===== config.mk =====
export PLATFORM = sky130hd
export DESIGN_NAME = arm_fetch_unit
export DESIGN_NICKNAME = d
export VERILOG_FILES = /design/src/rtl/arm_fetch_unit_pkg.sv /design/src/rtl/arm_fetch_unit_fetch_queue.sv /design/src/rtl/arm_fetch_unit.sv
export SDC_FILE = /design/constraint.sdc
export NUM_CORES = 1
export LEC_CHECK = 0
export ABC_AREA = 1
export CAP_MARGIN = 20
export CORE_AREA = 2 2 233 212
export DETAILED_ROUTE_END_ITERATION = 6
export DIE_AREA = 0 0 235 214
export GPL_TIMING_DRIVEN = 0
export MAX_ROUTING_LAYER = met4
export PLACE_DENSITY_LB_ADDON = 0.2
export RECOVER_POWER = 50
export SYNTH_ARGS = -nofsm -noshare
export SYNTH_HDL_FRONTEND = slang
export SYNTH_SLANG_ARGS = --single-unit

===== constraint.sdc =====
create_clock -name clk -period 6.6 [get_ports clk]
set_clock_uncertainty 0.15 [all_clocks]
set_input_delay 0.66 -clock clk [delete_from_list [all_inputs] [get_ports clk]]
set_output_delay 0.66 -clock clk [all_outputs]
set_load 0.02 [all_outputs]

===== src/rtl/arm_fetch_unit_pkg.sv =====
// Shared definitions for the ARM instruction-fetch front end:
// the instruction width, the halt encoding and the fetch FSM states.
package arm_fetch_unit_pkg;

  localparam int          ARM_INST_W    = 32;
  localparam logic [31:0] ARM_HALT_INST = 32'he3a000bb;

  typedef enum logic [1:0] {
    ST_RUN    = 2'd0,
    ST_KILL   = 2'd1,
    ST_HSTOP  = 2'd2,
    ST_HALTED = 2'd3
  } fetch_state_e;

  // True when a fetched word is the encoding that stops the front end.
  function automatic logic is_halt(input logic [ARM_INST_W-1:0] word,
                                   input logic [ARM_INST_W-1:0] halt_word);
    return word == halt_word;
  endfunction

endpackage


===== src/rtl/arm_fetch_unit_fetch_queue.sv =====
// Prefetch queue: a small synchronous FIFO with wrap-around pointers.
// Flush empties it in one cycle and takes priority over push and pop.
module fetch_queue #(
  parameter int WIDTH = 64,
  parameter int DEPTH = 4
) (
  input  logic                       clk,
  input  logic                       rst,
  input  logic                       push,
  input  logic                       pop,
  input  logic                       flush,
  input  logic [WIDTH-1:0]           din,
  output logic                       full,
  output logic                       empty,
  output logic [$clog2(DEPTH+1)-1:0] count,
  output logic [WIDTH-1:0]           head
);

  localparam int PTR_W = $clog2(DEPTH);
  localparam int CNT_W = $clog2(DEPTH+1);

  logic [WIDTH-1:0] mem [DEPTH];
  logic [PTR_W-1:0] wr_ptr;
  logic [PTR_W-1:0] rd_ptr;
  logic [CNT_W-1:0] cnt;
  logic             do_push;
  logic             do_pop;

  assign full    = (cnt == CNT_W'(DEPTH));
  assign empty   = (cnt == '0);
  assign count   = cnt;
  assign head    = mem[rd_ptr];
  assign do_push = push && !full && !flush;
  assign do_pop  = pop && !empty && !flush;

  // Pointer and occupancy bookkeeping; pointers wrap since DEPTH is a power of two.
  always_ff @(posedge clk or negedge rst) begin
    if (!rst) begin
      wr_ptr <= '0;
      rd_ptr <= '0;
      cnt    <= '0;
    end else if (flush) begin
      wr_ptr <= '0;
      rd_ptr <= '0;
      cnt    <= '0;
    end else begin
      if (do_push) wr_ptr <= wr_ptr + PTR_W'(1);
      if (do_pop)  rd_ptr <= rd_ptr + PTR_W'(1);
      cnt <= cnt + CNT_W'(do_push) - CNT_W'(do_pop);
    end
  end

  // Entry storage; contents need no reset because occupancy gates their use.
  always_ff @(posedge clk) begin
    if (do_push) mem[wr_ptr] <= din;
  end

endmodule


===== src/rtl/arm_fetch_unit.sv =====
// Instruction-fetch front end: issues word fetches over a req/ack handshake,
// buffers results with their PCs in a prefetch queue, handles branch
// redirects (killing an in-flight request) and stops on the halt encoding.
module arm_fetch_unit
  import arm_fetch_unit_pkg::*;
#(
  parameter int                ADDR_W    = 32,
  parameter int                DEPTH     = 4,
  parameter logic [ADDR_W-1:0] RESET_PC  = '0,
  parameter logic [31:0]       HALT_INST = ARM_HALT_INST
) (
  input  logic              clk,
  input  logic              rst,
  output logic              imem_req,
  output logic [ADDR_W-1:0] imem_addr,
  input  logic              imem_ack,
  input  logic [31:0]       imem_rdata,
  input  logic              redirect_valid,
  input  logic [ADDR_W-1:0] redirect_addr,
  output logic              inst_valid,
  output logic [31:0]       inst,
  output logic [ADDR_W-1:0] inst_pc,
  input  logic              inst_ready,
  output logic              halted
);

  localparam int CNT_W = $clog2(DEPTH+1);
  localparam int QW    = ADDR_W + ARM_INST_W;

  fetch_state_e      state;
  fetch_state_e      state_next;
  logic [ADDR_W-1:0] fetch_pc;
  logic [ADDR_W-1:0] kill_addr;
  logic [ADDR_W-1:0] redirect_pc;
  logic              active;
  logic              redirect_take;
  logic              xfer;
  logic              q_push;
  logic              q_pop;
  logic              q_full;
  logic              q_empty;
  logic [CNT_W-1:0]  q_count;
  logic [QW-1:0]     q_head;
  logic              unused_addr_lsbs;

  assign unused_addr_lsbs = ^redirect_addr[1:0];
  assign redirect_pc      = {redirect_addr[ADDR_W-1:2], 2'b00};
  assign redirect_take    = redirect_valid && (state != ST_HALTED);
  assign xfer             = imem_req && imem_ack;
  assign q_push           = xfer && (state == ST_RUN) && !redirect_take && !q_full;
  assign q_pop            = inst_valid && inst_ready && !redirect_take;
  assign inst_pc          = q_head[QW-1:ARM_INST_W];
  assign inst             = q_head[ARM_INST_W-1:0];

  fetch_queue #(
    .WIDTH (QW),
    .DEPTH (DEPTH)
  ) u_queue (
    .clk   (clk),
    .rst   (rst),
    .push  (q_push),
    .pop   (q_pop),
    .flush (redirect_take),
    .din   ({fetch_pc, imem_rdata}),
    .full  (q_full),
    .empty (q_empty),
    .count (q_count),
    .head  (q_head)
  );

  // FSM state register.
  always_ff @(posedge clk or negedge rst) begin
    if (!rst) state <= ST_RUN;
    else      state <= state_next;
  end

  // Next-state logic: redirects steer RUN/KILL/HSTOP, halt stops fetch.
  always_comb begin
    state_next = state;
    unique case (state)
      ST_RUN: begin
        if (redirect_take)
          state_next = (imem_req && !imem_ack) ? ST_KILL : ST_RUN;
        else if (q_push && is_halt(imem_rdata, HALT_INST))
          state_next = ST_HSTOP;
      end
      ST_KILL: begin
        if (imem_ack) state_next = ST_RUN;
      end
      ST_HSTOP: begin
        if (redirect_take)
          state_next = ST_RUN;
        else if (q_pop && is_halt(inst, HALT_INST))
          state_next = ST_HALTED;
      end
      ST_HALTED: state_next = ST_HALTED;
      default:   state_next = ST_RUN;
    endcase
  end

  // Output decode: requests in RUN while there is room, held throughout KILL.
  always_comb begin
    imem_req   = active && (((state == ST_RUN) && (q_count < CNT_W'(DEPTH))) ||
                            (state == ST_KILL));
    imem_addr  = (state == ST_KILL) ? kill_addr : fetch_pc;
    inst_valid = !q_empty && (state != ST_HALTED);
    halted     = (state == ST_HALTED);
  end

  // Fetch PC, the address held during a kill, and a one-cycle start gate after reset.
  always_ff @(posedge clk or negedge rst) begin
    if (!rst) begin
      fetch_pc  <= RESET_PC;
      kill_addr <= RESET_PC;
      active    <= 1'b0;
    end else begin
      active <= 1'b1;
      if (redirect_take)
        fetch_pc <= redirect_pc;
      else if (q_push)
        fetch_pc <= fetch_pc + ADDR_W'(4);
      if ((state == ST_RUN) && redirect_take && imem_req && !imem_ack)
        kill_addr <= fetch_pc;
    end
  end

endmodule


==> run summary <==
GLOBAL ROUTING
----------------------------------------------------------------------------------------
Global Route met2 Usage                                                            25.5%
First-pass GRT wire length                                                       62.7 mm
Overall global routing resource usage                                              16.8%
Number of antenna violations at the first check in global routing                      1
Pin count of the biggest net entering global routing                                  45
GRT met3 Usage                                                                     3.16%
Vias in the first global route                                                      9883
Met1 routing resource usage after global routing                                   23.6%
GR peak layer                                                                       met2
Remaining global-route overflow                                                        0

TIMING
----------------------------------------------------------------------------------------
Highest attainable clock frequency                                               224 MHz
Worst setup margin                                                               2.14 ns
Least-Margin Pin Slew                                                            2.63 ns
Final Setup Violations                                                                 0
Setup repair after global routing missed its margin                                false
Min cycle time layout                                                            4.46 ns
Worst rel slew slack                                                              -75.1%
Number of max-slew violations in the final report                                     84
Worst slack on hold paths                                                       0.336 ns
Final cycle utilization of the critical path                                       67.6%
Hold violation total from the final report                                             0
Sum of negative setup slack                                                         0 ns

YOSYS
----------------------------------------------------------------------------------------
Post-synthesis adder-cell area fraction                                           0.781%
Total of flip-flops plus latches after synthesis                                     318
Synth cell types                                                                      38
Share of cell area taken by muxes after synthesis                                     0%
Area of the mapped netlist                                                  0.0138 sq mm
Main flop type after synthesis                                                  edfxtp_1
EDFF count, synth                                                                    248
Async set-reset flop share out of synthesis                                        22.0%
Synth Area in Compound Gates                                                       8.60%
Count of yosys warnings during synthesis                                               0
Dominant combinational cell family by area after synthesis                  simple AND/OR/NAND/NOR gates
Portion of the post-synthesis area used by sequential elements                     66.8%
Syn Inst Count                                                                      1329
Synth Area per Inst                                                           10.4 sq um
Post-synthesis xor/xnor area fraction                                             0.953%
Fraction of the mapped netlist area in simple logic gates                          17.2%

CELLS AND AREA
----------------------------------------------------------------------------------------
Synthesis-to-layout area growth                                                    27.3%
Commonest non-fill, non-tap cell in the layout                                   nand2_1
Fin nets                                                                            1621
Post-route cell area                                                        0.0175 sq mm
Proportion of layout cells with a drive suffix above 1                             5.16%
Commonest cells after routing, fill and taps aside                          nand2_1 (304), edfxtp_1 (248), o21ai_0 (140), nor2_1 (126), clkdlybuf4s50_1 (126)

CTS
----------------------------------------------------------------------------------------
Clock transition at the registers of the reported paths                          0.06 ns
Worst-case clock buffer depth                                                          3
CTS Root Cell                                                                  clkbuf_16
Total clock buffers created by CTS                                                    36
Clk Latency, worst-skew pair                                                     0.54 ns
H-tree depth                                                                           2
Quantity of gates resized following cts                                                0
Number of setup buffers added after CTS                                                0
CTS sink cnt                                                                         318
Quantity of hold-fixing buffers added after cts                                        1
Clock tree from TritonCTS                                                          built

PWR
----------------------------------------------------------------------------------------
Max rail drop VDD                                                               0.212 mV
Pleak                                                                            6.66 nW
Pwr Density                                                                  403 mW/mm^2

PLACEMENT
----------------------------------------------------------------------------------------
Place WS                                                                         2.85 ns
Cell area reported after detailed placement                                 0.0165 sq mm
Buffers on Ports                                                                     161
Global placer's final weighted congestion                                          0.854
HPWL after detailed placement                                                    29.1 mm

WORST SETUP PATH
----------------------------------------------------------------------------------------
Largest stage delay, worst path                                                  1.19 ns
Type of origin of the critical path                                            input pin
Kind of end point of the critical path                                              flop
Crit-path cells                                                             dlygate4sd3_1, nor2_1, nand2_1, nor3_1, inv_1, nor2_4, buf_16, buf_12
Worst Path Max Fanout                                                                 20
Crit Path Class                                                                in -> reg
Critical path's slowest cell                                                      nor3_1
Required @ worst endpoint                                                        6.67 ns
Worst endpoint data arrival time                                                 4.54 ns

FLOORPLANNING
----------------------------------------------------------------------------------------
Die extent in y                                                                   214 um
Number of top-level pins                                                             168
Initial core utilization                                                           28.9%
Overall die area                                                            0.0503 sq mm
Core ar.                                                                    0.0476 sq mm
Placement Rows                                                                        76
Die width                                                                         235 um

DRT
----------------------------------------------------------------------------------------
Number of search-and-repair iterations in the first detailed-routing pass              5
Routed wire length per instance                                                  19.1 um
Vias per Instance                                                                   4.67
1st-iter DRT viols                                                                   747
Total wire length after detailed routing                                         41.9 mm
Remaining routing DRC violations                                                       0
Number of nets with antenna violations after detailed routing                          0
Count of vias placed by the detailed router                                        10300

RUN
----------------------------------------------------------------------------------------
Number of max-cap violations                                                           3

WORST HOLD PATH
----------------------------------------------------------------------------------------
Path category of the worst min-delay check                                    reg -> reg

OUTCOME
----------------------------------------------------------------------------------------
Result of the run                                                           finished with violations
Violations in the final reports                                             capacitance limit, slew limit

[synthesized netlist by cell type (12+ instances only)]
| cell type | count | area [sq um] |
|---|---|---|
| nor3_1 | 20 | 100 |
| nand2_1 | 304 | 1140 |
| o21ai_0 | 134 | 671 |
| inv_1 | 121 | 454 |
| nand3_1 | 93 | 465 |
| a21oi_1 | 15 | 75.1 |
| nor2_1 | 129 | 484 |
| xor2_1 | 14 | 123 |
| edfxtp_1 | 248 | 7450 |
| o21ai_1 | 12 | 60.1 |
| buf_2 | 13 | 65.1 |
| clkbuf_1 | 44 | 165 |
| dfrtp_1 | 70 | 1750 |
| o22ai_1 | 43 | 269 |
[sequential cells by signal, summed over array words and instances (netlist names)]
name	count
u_queue.count	3
u_queue.rd_ptr	2
kill_addr	30
active	1
fetch_pc	30
u_queue.wr_ptr	2
state	2
u_queue.mem	248
[power breakdown]
group	leakage (nW)	internal, W	switching (W)	total, W
combinational	3.05	0.000909	0.00158	0.00249
sequential	3.09	0.00245	0.000249	0.00270
clock	0.520	0.00106	0.000816	0.00188
[area by class of cell]
class                   instances  area [sq um]
well taps                     624           781
multi-input cells             818          3820
clock buffers                  52          1000
inverters                     128           480
fillers                      4739         30100
flip-flops and latches        318          9200
plain buffers                  68           292
diodes                          2          5.00
repair buffers                174          1880
clock inverters                11          80.1
[critical path, delay by kind of cell]
kind | cells | cell delay [ns]
buffers and inverters | 4 | 1.72
and+or+nand+nor | 4 | 2.12
[through the flow]
step                      power, W  util [%]  std cells
after floorplan            0.00403         -       1332
after global placement     0.00523      34.0       2117
after detailed placement   0.00526      34.6       2129
after CTS                  0.00716      36.9       2193
after global routing       0.00747      36.8       2193
final                      0.00707      36.8       2195
[path summary, 6_finish.rpt]
kind,from,endpoint,slack (ns),cells after the start
max,redirect_valid,u_queue.mem[3][7],2.14,8
min,kill_addr[6],kill_addr[6],0.34,2
max reg2reg,state[0],u_queue.mem[3][7],2.21,9
min reg2reg,kill_addr[6],kill_addr[6],0.34,2
max in group asynchronous,rst,fetch_pc[7],2.24,3
min in group asynchronous,rst,kill_addr[28],0.89,2
[layer usage]
metal  routed length, um  vias to the layer above
li1                    -                     4970
met1               19800                     4938
met2               18900                      301
met3                2520                       47
met4                 595                        0
met5                   0                        -
[cells by family (layout without fill, tap and decap cells)]
| group | after synthesis | after routing |
|---|---|---|
| AOI/OAI and AO/OA | 219 | 219 |
| xor gates and xnor gates | 15 | 15 |
| adders and majority gates | 8 | 8 |
| buffers and inverters | 196 | 433 |
| DFF | 318 | 318 |
| other | 2 | 7 |
| and+or+nand+nor | 571 | 571 |
(Power assumes the default switching activity.)
